File: src/rtl/mips_pc.sv
// Program counter for the single-cycle MIPS core: registered word address plus next-PC select.
// Optional macro PC_STALL_EN makes opcode 1 hold the current address; otherwise it behaves as NEXT.
`ifndef PC_OP_NEXT
`define PC_OP_NEXT  4'd0
`define PC_OP_STALL 4'd1
`define PC_OP_J     4'd2
`define PC_OP_JR    4'd3
`define PC_OP_BZ    4'd4
`define PC_OP_BNZ   4'd5
`define PC_OP_BG    4'd6
`define PC_OP_BNG   4'd7
`endif

module mips_pc (
  input  logic        clk,
  input  logic        rest,
  input  logic        zero,
  input  logic        great,
  input  logic [15:0] im1,
  input  logic [25:0] im2,
  input  logic [3:0]  pc_op,
  input  logic [31:0] j_reg,
  output logic [31:0] rt_addr,
  output logic [31:0] addr
);

  logic        [31:0] seq_addr;
  logic        [31:0] br_addr;
  logic        [31:0] next_addr;
  logic signed [31:0] offset;

  function automatic logic signed [31:0] sext16(input logic signed [15:0] v);
    return {{16{v[15]}}, v};
  endfunction

  // Offset is relative to the current address, not the link address.
  assign offset   = sext16(im1);
  assign seq_addr = addr + 32'd1;
  assign br_addr  = addr + offset;
  assign rt_addr  = seq_addr;

  always_comb begin
    next_addr = seq_addr;
    case (pc_op)
`ifdef PC_STALL_EN
      `PC_OP_STALL: next_addr = addr;
`endif
      `PC_OP_J:   next_addr = {addr[31:26], im2};
      `PC_OP_JR:  next_addr = j_reg;
      `PC_OP_BZ:  if (zero)   next_addr = br_addr;
      `PC_OP_BNZ: if (!zero)  next_addr = br_addr;
      `PC_OP_BG:  if (great)  next_addr = br_addr;
      `PC_OP_BNG: if (!great) next_addr = br_addr;
      default:    next_addr = seq_addr;
    endcase
  end

  always_ff @(posedge clk or negedge rest) begin
    if (!rest) addr <= 32'd0;
    else       addr <= next_addr;
  end

endmodule

File: config.mk
export PLATFORM = sky130hd
export DESIGN_NAME = mips_pc
export DESIGN_NICKNAME = d
export VERILOG_FILES = /design/src/rtl/mips_pc.sv
export SDC_FILE = /design/constraint.sdc
export NUM_CORES = 1
export LEC_CHECK = 0
export ABC_AREA = 1
export BUFFER_PORTS_ARGS = -buffer_cell sky130_fd_sc_hd__buf_2
export CORE_ASPECT_RATIO = 1.25
export CORE_MARGIN = 4
export CORE_UTILIZATION = 45
export CTS_BUF_LIST = sky130_fd_sc_hd__clkbuf_8
export CTS_CLUSTER_DIAMETER = 80
export CTS_CLUSTER_SIZE = 20
export DETAILED_ROUTE_END_ITERATION = 6
export HOLD_SLACK_MARGIN = 0.03
export PLACE_DENSITY_LB_ADDON = 0.15
export REMOVE_ABC_BUFFERS = 1
export SKIP_CTS_REPAIR_TIMING = 1
export SLEW_MARGIN = 20
export SYNTH_ARGS = -nofsm -noshare
export SYNTH_HDL_FRONTEND = slang
export SYNTH_SLANG_ARGS = --single-unit
export TNS_END_PERCENT = 30
File: constraint.sdc
create_clock -name clk -period 5.3 [get_ports clk]
set_clock_uncertainty 0.05 [all_clocks]
set_input_delay 0.53 -clock clk [delete_from_list [all_inputs] [get_ports clk]]
set_output_delay 0.53 -clock clk [all_outputs]
set_load 0.005 [all_outputs]
==> flow_summary_export.csv, run 1 <==
group,metric,value,unit
sta,setup_viol,0,
clock_network,clk_pin_slew,0.08,ns
synth,netlist_instances,894,
die,rows,43,
critical_path,worstPathRequired,4.72,ns
critical_path,r2r-start,"addr[0]",
synth,yosysUniqueCellTypes,42,
synth,ys_seq_area_share,15.9,%
die,core,11000,sq um
sta,drv_slew,0,
sta,relSlewSlack,41.7,%
sta,hold_viol_final,0,
sta,fmax,0.362,GHz
placement,routabilityCongestion,0.946,
power,leakage,3.41,nW
sta,fin_tns_setup,0,ns
critical_path,cp-startpoint,"addr[0]",
final_layout,drive_gt1_share,18.1,%
power,comb_power_share,69.9,%
sta,post-route-period-util,52.1,%
synth,synth_seq_cells,32,
route,vias,6167,
synth,synth_top_family_by_area,"simple AND/OR/NAND/NOR gates",
synth,synthAdderAreaFrac,8.33,%
critical_path,crit_fanout,6,
route,viasPerCell,5.26,
power,p_int,0.00105,W
synth,synth_ff_type,"dfrtp_1",
final_layout,seqCellArea,801,sq um
power,vdd_drop_max,0.245,mV
critical_path,reg2reg_depth,12,
power,p_sw,0.00139,W
synth,synth_edf_count,0,
route,ant_nets,0,
final_layout,syn2layout_area_growth,18.5,%
grt,grt_pass1_vias,5960,
die,die_x,103,um
route,first_iter_violations,368,
grt,grt_pass1_wl,30.0,mm
power,p_seq_share,22.4,%
die,die_h,126,um
critical_path,slowest_delay,0.46,ns
placement,hpwl,16.2,mm
power,p_clk_share,7.8,%
critical_path,cp_slowest_cell,"dfrtp_1",
critical_path,endpoint_kind,"primary output",
die,initial_core_util,45.8,%
synth,synth_area,5050,sq um
final_layout,fillers,1221,
critical_path,critPathKind,"reg -> out",
final_layout,nNetsFinal,1153,
grt,overflow,0,
clock_network,cts.sinks,32,
power,power.density,408,nW/um^2
synth,async_flop_share,100,%
clock_network,h-tree-depth,2,
placement,portBuffers,145,
route,wl,19.1,mm
final_layout,top_regs,"addr (32)",
clock_network,insertion_delay,0.30,ns
synth,synth_xor_area_share,5.03,%
synth,ys_warn_count,0,
final_layout,diodes,0,
grt,grt_max_degree,33,
sta,fin_hold_ws,0.256,ns
critical_path,path_cells,"ha_1 > nand3_2 > nor2_4 > inv_2 > nor2_2 > xor2_1 > inv_1 > buf_2",
clock_network,cts_root_buffer,"clkbuf_8",
clock_network,tritoncts,"built",
power,sw_frac_of_total,57.1,%
synth,synth_compound_area_share,9.52,%
final_layout,multiInputGateArea,3610,sq um
synth,synthSimpleGateAreaFrac,48.6,%
final_layout,regMostFlops,"addr",
die,ios,146,
final_layout,largest_reg_flops,32,
synth,synth.area.mux_share,0,%
die,die_area,13000,sq um
sta,finalCriticalPeriod,2.76,ns
critical_path,start_kind,"register",
grt,track_usage,29.8,%
synth,synth.avg_cell_area,5.65,sq um
status,status,"finished, final reports clean",
worst_hold_path,hp-class,"in -> async",
sta,tightest_slew,0.874,ns
critical_path,worstPathArrival,2.18,ns
sta,rsz0062_at_grt,"no",
route,drtPass1Iterations,5,
clock_network,cts_buffer_depth,2,
grt,antenna_found_initial,0,
job,max_cap_viol_count,0,
route,drc_errors,0,
route,wl_per_cell,16.3,um
clock_network,cts_made_buffers,5,
## final cells by class
cell class                      count  area share, %
Timing Repair Buffer              147           12.5
Tap cell                          135           2.82
Clock buffer                        5           1.15
Multi-Input combinational cell    700           60.4
Clock inverter                      2          0.146
Sequential cell                    32           13.4
Inverter                          152           9.54
## final timing paths
| path | end | slack [ns] |
|---|---|---|
| worst max-delay path | rt_addr[14] | 2.54 |
| worst min-delay path | addr[29] | 0.26 |
| worst max register to register | addr[22] | 2.66 |
| worst min register to register | addr[31] | 0.59 |
| max in group asynchronous | addr[14] | 4.44 |
| min in group clk | addr[8] | 0.40 |
## layer usage
metal  global-route usage (%)  vias up  routed length [um]
li1                         -     3131                   -
met1                     36.9     2704                7900
met2                     50.1      273                9010
met3                     4.46       59                1280
met4                     13.7        0                 922
met5                        0        -                   0
## cell usage in the layout, fill, tap and decap left out, drive strengths merged
| cell | n |
|---|---|
| nand2 | 359 |
| a22o | 10 |
| o21ai | 13 |
| clkinv | 1 |
| xnor2 | 13 |
| nor3 | 26 |
| and2 | 4 |
| nand4 | 14 |
| xor2 | 16 |
| or2 | 2 |
| clkbuf | 5 |
| nand3b | 11 |
| nor2 | 82 |
| buf | 147 |
| dfrtp | 32 |
| a21oi | 32 |
| a221oi | 2 |
| o211ai | 2 |
| a21o | 1 |
| o21bai | 5 |
| nor4 | 1 |
| inv | 153 |
| fa | 1 |
| o2111ai | 9 |
| ha | 32 |
| nand3 | 65 |
## cells in the mapped netlist, types with 2 or more instances
cell type	count	share of area [%]
a221oi_1	2	0.35
o21ai_0	8	0.79
clkbuf_1	3	0.22
a21oi_1	31	3.1
ha_1	32	7.9
nor2_1	75	5.6
dfrtp_1	32	16
o21ai_2	2	0.35
nor2_2	4	0.50
buf_2	2	0.20
nand4_1	14	1.7
nand2_1	354	26
buf_4	3	0.45
and2_1	2	0.25
nor3_2	8	1.6
xor2_1	16	2.8
nand3_1	61	6.0
o2111ai_1	9	1.6
nand3_2	4	0.79
xnor2_1	13	2.3
o211ai_1	2	0.30
nor3_1	17	1.7
nand3b_1	11	1.6
nand2_4	2	0.45
nor2_4	3	0.67
o21bai_1	5	0.74
o21ai_1	3	0.30
nand2_2	3	0.37
inv_1	147	11
a22o_1	10	1.7
inv_2	5	0.37
## power by group through the flow
stage / Combinational, W / Sequential (W) / Clock [W]
after floorplan: 0.00110 / 0.000469 / 0
after global placement: 0.00169 / 0.000543 / 0
after detailed placement: 0.00169 / 0.000545 / 0
after CTS: 0.00170 / 0.000541 / 0.000189
after global routing: 0.00191 / 0.000556 / 0.000203
final: 0.00170 / 0.000546 / 0.000189
## critical path: cells and delay by family, from the launching register on
| family | cells | cell delay, ns |
|---|---|---|
| adder cells (fa/ha/maj) | 1 | 0.29 |
| XOR/XNOR | 1 | 0.24 |
| buffers and inverters | 3 | 0.24 |
| flip-flops | 1 | 0.46 |
| AND/OR/NAND/NOR | 3 | 0.66 |
## cell families after synthesis
logic type | Yosys count
simple gates | 564
buf+inv | 162
compound gates | 74
fa+ha+maj | 33
flops | 32
xor+xnor | 29
## per-stage QoR
step                std cells  setup WS (ns)  power, W  utilization, %  area (sq um)
finish                   1173           2.54   0.00244            54.2          5980
global route             1173           2.39   0.00267            54.2          5980
CTS                      1173           2.55   0.00243            54.2          5980
detailed placement       1166           2.46   0.00223            53.5          5900
global placement         1165           2.47   0.00223            53.4          5890
floorplan                 884           3.19   0.00157               -          4980
Note: power is estimated with default switching activity, not from simulation.
==> run 2, diff against run 1 <==
ABC_AREA = 0   (was 1)
clock period = 2.4 ns   (was 5.3 ns; I/O delays follow)
==> run 2 against run 1 <==
Cell area rose by 0.86%. Via count fell by 22%. The flow now finishes with violations (negative hold slack, negative setup slack). Hold slack got worse by 0.28 ns. Sequential share of layout area fell by 0.072 points. First-iteration DRC count fell by 21%. Core utilization rose by 19 points. Routed wire length fell by 22%. Clock-buffer cell count rose by 1. Clock power rose by 140%. Setup slack got worse by 2.7 ns. Non-clock buffer count rose by 122.
==> flow_summary_export.csv, run 2 <==
group,metric,value,unit
clock_network,cts.sinks,32,
synth,ys_warn_count,0,
power,comb_power_share,75.5,%
route,first_iter_violations,291,
critical_path,rrSetupSlack,-0.13,ns
clock_network,clk_pin_slew,0.07,ns
route,vias,4832,
sta,hold_viol_final,25,
critical_path,worstPathRequired,2.11,ns
grt,antenna_found_initial,0,
power,p_seq_share,17.0,%
grt,grt_pass1_wl,22.6,mm
power,p_clk_share,7.5,%
placement,hpwl,11.9,mm
status,violations,"negative hold slack, negative setup slack",
final_layout,largest_reg_flops,32,
sta,drv_slew,0,
synth,yosysTopAreaCell,"dfrtp_1",
final_layout,most-common-layout-cells,"buf_2 (142), buf_4 (116), nand2_1 (40)",
synth,ys_seq_area_share,21.0,%
synth,synth_ff_type,"dfrtp_1",
synth,synth_area_leaders,"dfrtp_1 (21%), ha_1 (10%), xnor2_1 (7.8%)",
die,ios,146,
die,initial_core_util,46.3,%
critical_path,start_kind,"register",
job,max_cap_viol_count,0,
die,die_x,90.4,um
route,drc_errors,0,
final_layout,syn2layout_area_growth,58.1,%
sta,post-route-worst-setup-slack,-0.158,ns
power,sw_frac_of_total,45.7,%
final_layout,mostFrequentLayoutCell,"buf_2",
synth,yosys.area.top_type_share,21.0,%
die,rows,37,
final_layout,fillers,639,
clock_network,cts_buffer_depth,2,
status,status,"finished with violations",
synth,synth_seq_cells,32,
power,leakage,3.06,nW
synth,synth_edf_count,0,
synth,async_flop_share,100,%
final_layout,nNetsFinal,839,
sta,setup_viol,23,
power,power.density,1000,nW/um^2
placement,routabilityCongestion,0.950,
die,core,8240,sq um
power,p_sw,0.00277,W
power,vdd_drop_max,0.559,mV
critical_path,critPathKind,"reg -> out",
route,drtPass1Iterations,6,
final_layout,drive_gt1_share,48.3,%
sta,fin_hold_ws,-0.0225,ns
grt,overflow,0,
critical_path,endpoint_kind,"primary output",
critical_path,worst_r2r_endpoint,"addr[24]",
final_layout,top_regs,"addr (32)",
clock_network,cts_root_buffer,"clkbuf_8",
route,viasPerCell,5.88,
synth,synth_area,3820,sq um
final_layout,regMostFlops,"addr",
synth,netlist_instances,469,
final_layout,diodes,0,
sta,post-route-period-util,107,%
critical_path,crit_fanout,5,
sta,fmax,0.391,GHz
synth,synth_common_cells,"nand2_1 (42), a21oi_1 (35), o21ai_0 (35)",
synth,yosysUniqueCellTypes,60,
clock_network,h-tree-depth,2,
route,ant_nets,0,
sta,finalCriticalPeriod,2.56,ns
die,die_h,111,um
sta,fin_tns_setup,-1.80,ns
clock_network,insertion_delay,0.30,ns
worst_hold_path,hp-class,"in -> async",
route,wl_per_cell,18.2,um
grt,grt_pass1_vias,4723,
route,wl,14.9,mm
critical_path,reg2reg_depth,10,
final_layout,seqCellArea,803,sq um
final_layout,multiInputGateArea,3260,sq um
clock_network,tritoncts,"built",
grt,grt_max_degree,33,
power,p_int,0.00329,W
placement,portBuffers,145,
synth,synth.avg_cell_area,8.14,sq um
critical_path,worstPathArrival,2.27,ns
sta,rsz0062_at_grt,"yes",
die,die_area,10000,sq um
synth,yosysMostFrequentCell,"nand2_1",
sta,relSlewSlack,45.1,%
placement,place_ws,-0.253,ns
grt,track_usage,27.8,%
critical_path,r2r-start,"addr[6]",
clock_network,cts_made_buffers,5,
sta,tightest_slew,0.823,ns
-- run 2: cell count changes after synthesis, sizes merged, moves of 22 or more --
| cell | change |
|---|---|
| o21ai | +26 |
| nand2 | -317 |
| nand3 | -42 |
| nor2 | -52 |
| a222oi | +28 |
| xnor2 | +22 |
| inv | -138 |
-- run 2: worst max path at each step --
stage          startpoint          end
6_report          addr[1]  rt_addr[31]
5_1_grt           addr[1]  rt_addr[31]
4_1_cts           addr[0]  rt_addr[18]
3_5_place_dp      addr[0]     addr[24]
3_3_place_gp      addr[0]     addr[28]
2_1_floorplan    pc_op[2]     addr[23]
-- run 2: kinds of logic (layout without fill, tap and decap cells) --
kind of cell / Yosys count / in the layout / synth area share, %
compound gates: 159 / 159 / 29.8
simple gates: 149 / 149 / 20.4
xor+xnor: 56 / 56 / 13.0
buf+inv: 35 / 291 / 3.44
fa+ha+maj: 33 / 33 / 11.0
flops: 32 / 32 / 21.0
mux: 5 / 5 / 1.31
-- run 2: per-layer routing --
| layer | global-route usage (%) | part of all wire (%) |
|---|---|---|
| met1 | 32.4 | 40 |
| met5 | 0 | 0 |
| met2 | 49.9 | 51 |
| met4 | 11.7 | 3.1 |
| met3 | 4.89 | 6.3 |
-- run 2: critical path, cell delays in order, from the launching register on --
cell	delay, ns
dfrtp_2	0.43
buf_6	0.12
nand4_1	0.20
buf_4	0.22
nor4_4	0.15
buf_4	0.18
nand3_2	0.07
or3_4	0.34
xnor2_2	0.14
buf_2	0.13
-- run 2: metrics by stage --
stage | cell area, sq um | total power (W) | util [%] | hold slack (ns) | instances
5_1_grt | 6030 | 0.00653 | 73.2 | 0.0402 | 822
3_5_place_dp | 5440 | 0.00509 | 66.0 | 0.329 | 803
2_1_floorplan | 3740 | 0.00320 | - | -0.106 | 448
4_1_cts | 5530 | 0.00558 | 67.1 | -0.000930 | 811
6_report | 6030 | 0.00606 | 73.2 | -0.0225 | 822
3_3_place_gp | 5440 | 0.00503 | 66.0 | 0.315 | 803
-- run 2: layout make-up --
type                       instances  area share (%)
clock buffer                       6            1.37
sequential                        32            13.3
tap                               97            2.01
clock inverter                     2           0.124
inverter                          14           0.871
multi-input combinational        402            54.0
timing repair buffer             269            28.3
-- run 2: power groups by stage --
stage	clock (W)	sequential [W]	combinational [W]
after detailed placement	0	0.000999	0.00409
final	0.000457	0.00103	0.00457
after global routing	0.000485	0.00106	0.00498
after CTS	0.000464	0.000990	0.00413
after global placement	0	0.000986	0.00404
after floorplan	0	0.00107	0.00213
==> run 3, diff against run 2 <==
CORE_UTILIZATION = 35   (was 45)
==> run 3 against run 2 <==
The run ends with design-rule violations, negative hold slack, negative setup slack left. Clock power up 3%. Register-to-register slack better by 0.04 ns. Final cell count up 6.1%. Sequential power about the same. Largest cell class unchanged.
==> flow_summary_export.csv, run 3 (same netlist as run 2, synthesis figures left out) <==
group,metric,value,unit
critical_path,critPathKind,"reg -> out",
grt,overflow,0,
final_layout,drive_gt1_share,50.0,%
route,wl_per_cell,17.8,um
grt,grt_pass1_vias,4904,
clock_network,insertion_delay,0.30,ns
sta,drv_slew,0,
sta,relSlewSlack,43.7,%
route,first_iter_violations,250,
sta,fin_hold_ws,-0.00593,ns
power,leakage,3.17,nW
critical_path,reg2reg_depth,10,
clock_network,clk_pin_slew,0.08,ns
clock_network,cts_made_buffers,5,
die,rows,42,
die,core,10600,sq um
sta,rsz0062_at_grt,"yes",
sta,post-route-worst-setup-slack,-0.154,ns
grt,track_usage,23.4,%
clock_network,cts_root_buffer,"clkbuf_8",
sta,finalCriticalPeriod,2.55,ns
clock_network,h-tree-depth,2,
grt,grt_max_degree,33,
route,vias,4789,
power,power.density,1000,nW/um^2
sta,tightest_slew,0.844,ns
route,ant_nets,0,
placement,portBuffers,145,
power,p_seq_share,16.1,%
grt,grt_pass1_wl,23.9,mm
sta,fmax,0.392,GHz
clock_network,tritoncts,"built",
final_layout,fillers,985,
final_layout,syn2layout_area_growth,64.6,%
critical_path,r2r-start,"addr[0]",
clock_network,cts.sinks,32,
power,vdd_drop_max,0.463,mV
route,wl,15.5,mm
placement,place_area,5610,sq um
final_layout,largest_reg_flops,32,
die,ios,146,
power,sw_frac_of_total,45.3,%
sta,post-route-period-util,106,%
power,p_int,0.00344,W
die,die_x,101,um
status,status,"finished with violations",
critical_path,worst_r2r_endpoint,"addr[28]",
critical_path,endpoint_kind,"primary output",
final_layout,fin_util,59.2,%
die,die_area,12600,sq um
grt,antenna_found_initial,0,
power,comb_power_share,76.4,%
final_layout,top_regs,"addr (32)",
critical_path,worstPathArrival,2.26,ns
power,p_clk_share,7.5,%
worst_hold_path,hp-class,"in -> async",
job,max_cap_viol_count,0,
sta,hold_viol_final,15,
critical_path,cp-startpoint,"addr[10]",
placement,routabilityCongestion,0.914,
route,drtPass1Iterations,7,
die,die_h,125,um
final_layout,mostFrequentLayoutCell,"buf_2",
power,p_sw,0.00285,W
final_layout,most-common-layout-cells,"buf_2 (143), buf_4 (130), nand2_1 (38)",
critical_path,rrSetupSlack,-0.09,ns
critical_path,worstPathRequired,2.11,ns
final_layout,design_area,6280,sq um
status,violations,"design-rule violations, negative hold slack, negative setup slack",
die,initial_core_util,36.0,%
critical_path,crit_end,"rt_addr[30]",
route,drc_errors,2,
sta,setup_viol,22,
placement,hpwl,12.4,mm
route,viasPerCell,5.49,
clock_network,cts_buffer_depth,2,
final_layout,diodes,0,
placement,place_ws,-0.316,ns
final_layout,nNetsFinal,854,
critical_path,crit_fanout,3,
power,total_power,0.00629,W
final_layout,regMostFlops,"addr",
critical_path,start_kind,"register",
[run 3: changes by cell type in the layout (fill, tap and decap cells not counted), sizes merged]
cell,change
buf,+15
clkinv,+2
inv,-2
[run 3: layout make-up]
cell class / instances / area [sq um] / share of cell area [%]
clock inverters: 2 / 10.0 / 0.159
clock buffers: 6 / 82.6 / 1.31
inverters: 14 / 52.6 / 0.836
well taps: 132 / 165 / 2.63
multi-input cells: 402 / 3350 / 53.3
repair buffers: 284 / 1820 / 29.0
flip-flops and latches: 32 / 802 / 12.8
[run 3: worst min-delay path by stage]
stage	startpoint	end	slack [ns]	cells past startpoint
floorplan	rest	addr[0]	-0.11	0
global placement	rest	addr[23]	0.32	1
detailed placement	rest	addr[1]	0.33	1
CTS	rest	addr[1]	0.01	1
global route	rest	addr[31]	0.06	1
finish	rest	addr[3]	-0.006	1
[run 3: metal layers]
metal  up-vias  GRT usage, %  share of wire (%)
met5         -             0                  0
met4         0          9.55                1.5
met3        16          3.25                5.7
met2       157          40.8                 52
met1      2284          28.3                 41
li1       2332             -                  -
[run 3: worst max-delay path, stage by stage, from the launching register on]
cell and delay [ns]:
dfrtp_1 0.39, buf_4 0.15, nand4_4 0.16, or4_4 0.50, nand2b_4 0.22, nor3b_4 0.28, xnor2_1 0.14, buf_2 0.12
[run 3: through the flow]
step / TNS, ns / cells
floorplan: -10.62 / 448
global placement: -2.00 / 855
detailed placement: -2.66 / 855
CTS: -5.72 / 863
global route: -5.13 / 872
finish: -1.75 / 872
[run 3: power groups by stage]
| stage | sequential (W) | combinational (W) | clock (W) |
|---|---|---|---|
| after floorplan | 0.00107 | 0.00213 | 0 |
| after global placement | 0.000987 | 0.00420 | 0 |
| after detailed placement | 0.000990 | 0.00424 | 0 |
| after CTS | 0.000982 | 0.00427 | 0.000479 |
| after global routing | 0.00104 | 0.00524 | 0.000500 |
| final | 0.00101 | 0.00481 | 0.000472 |
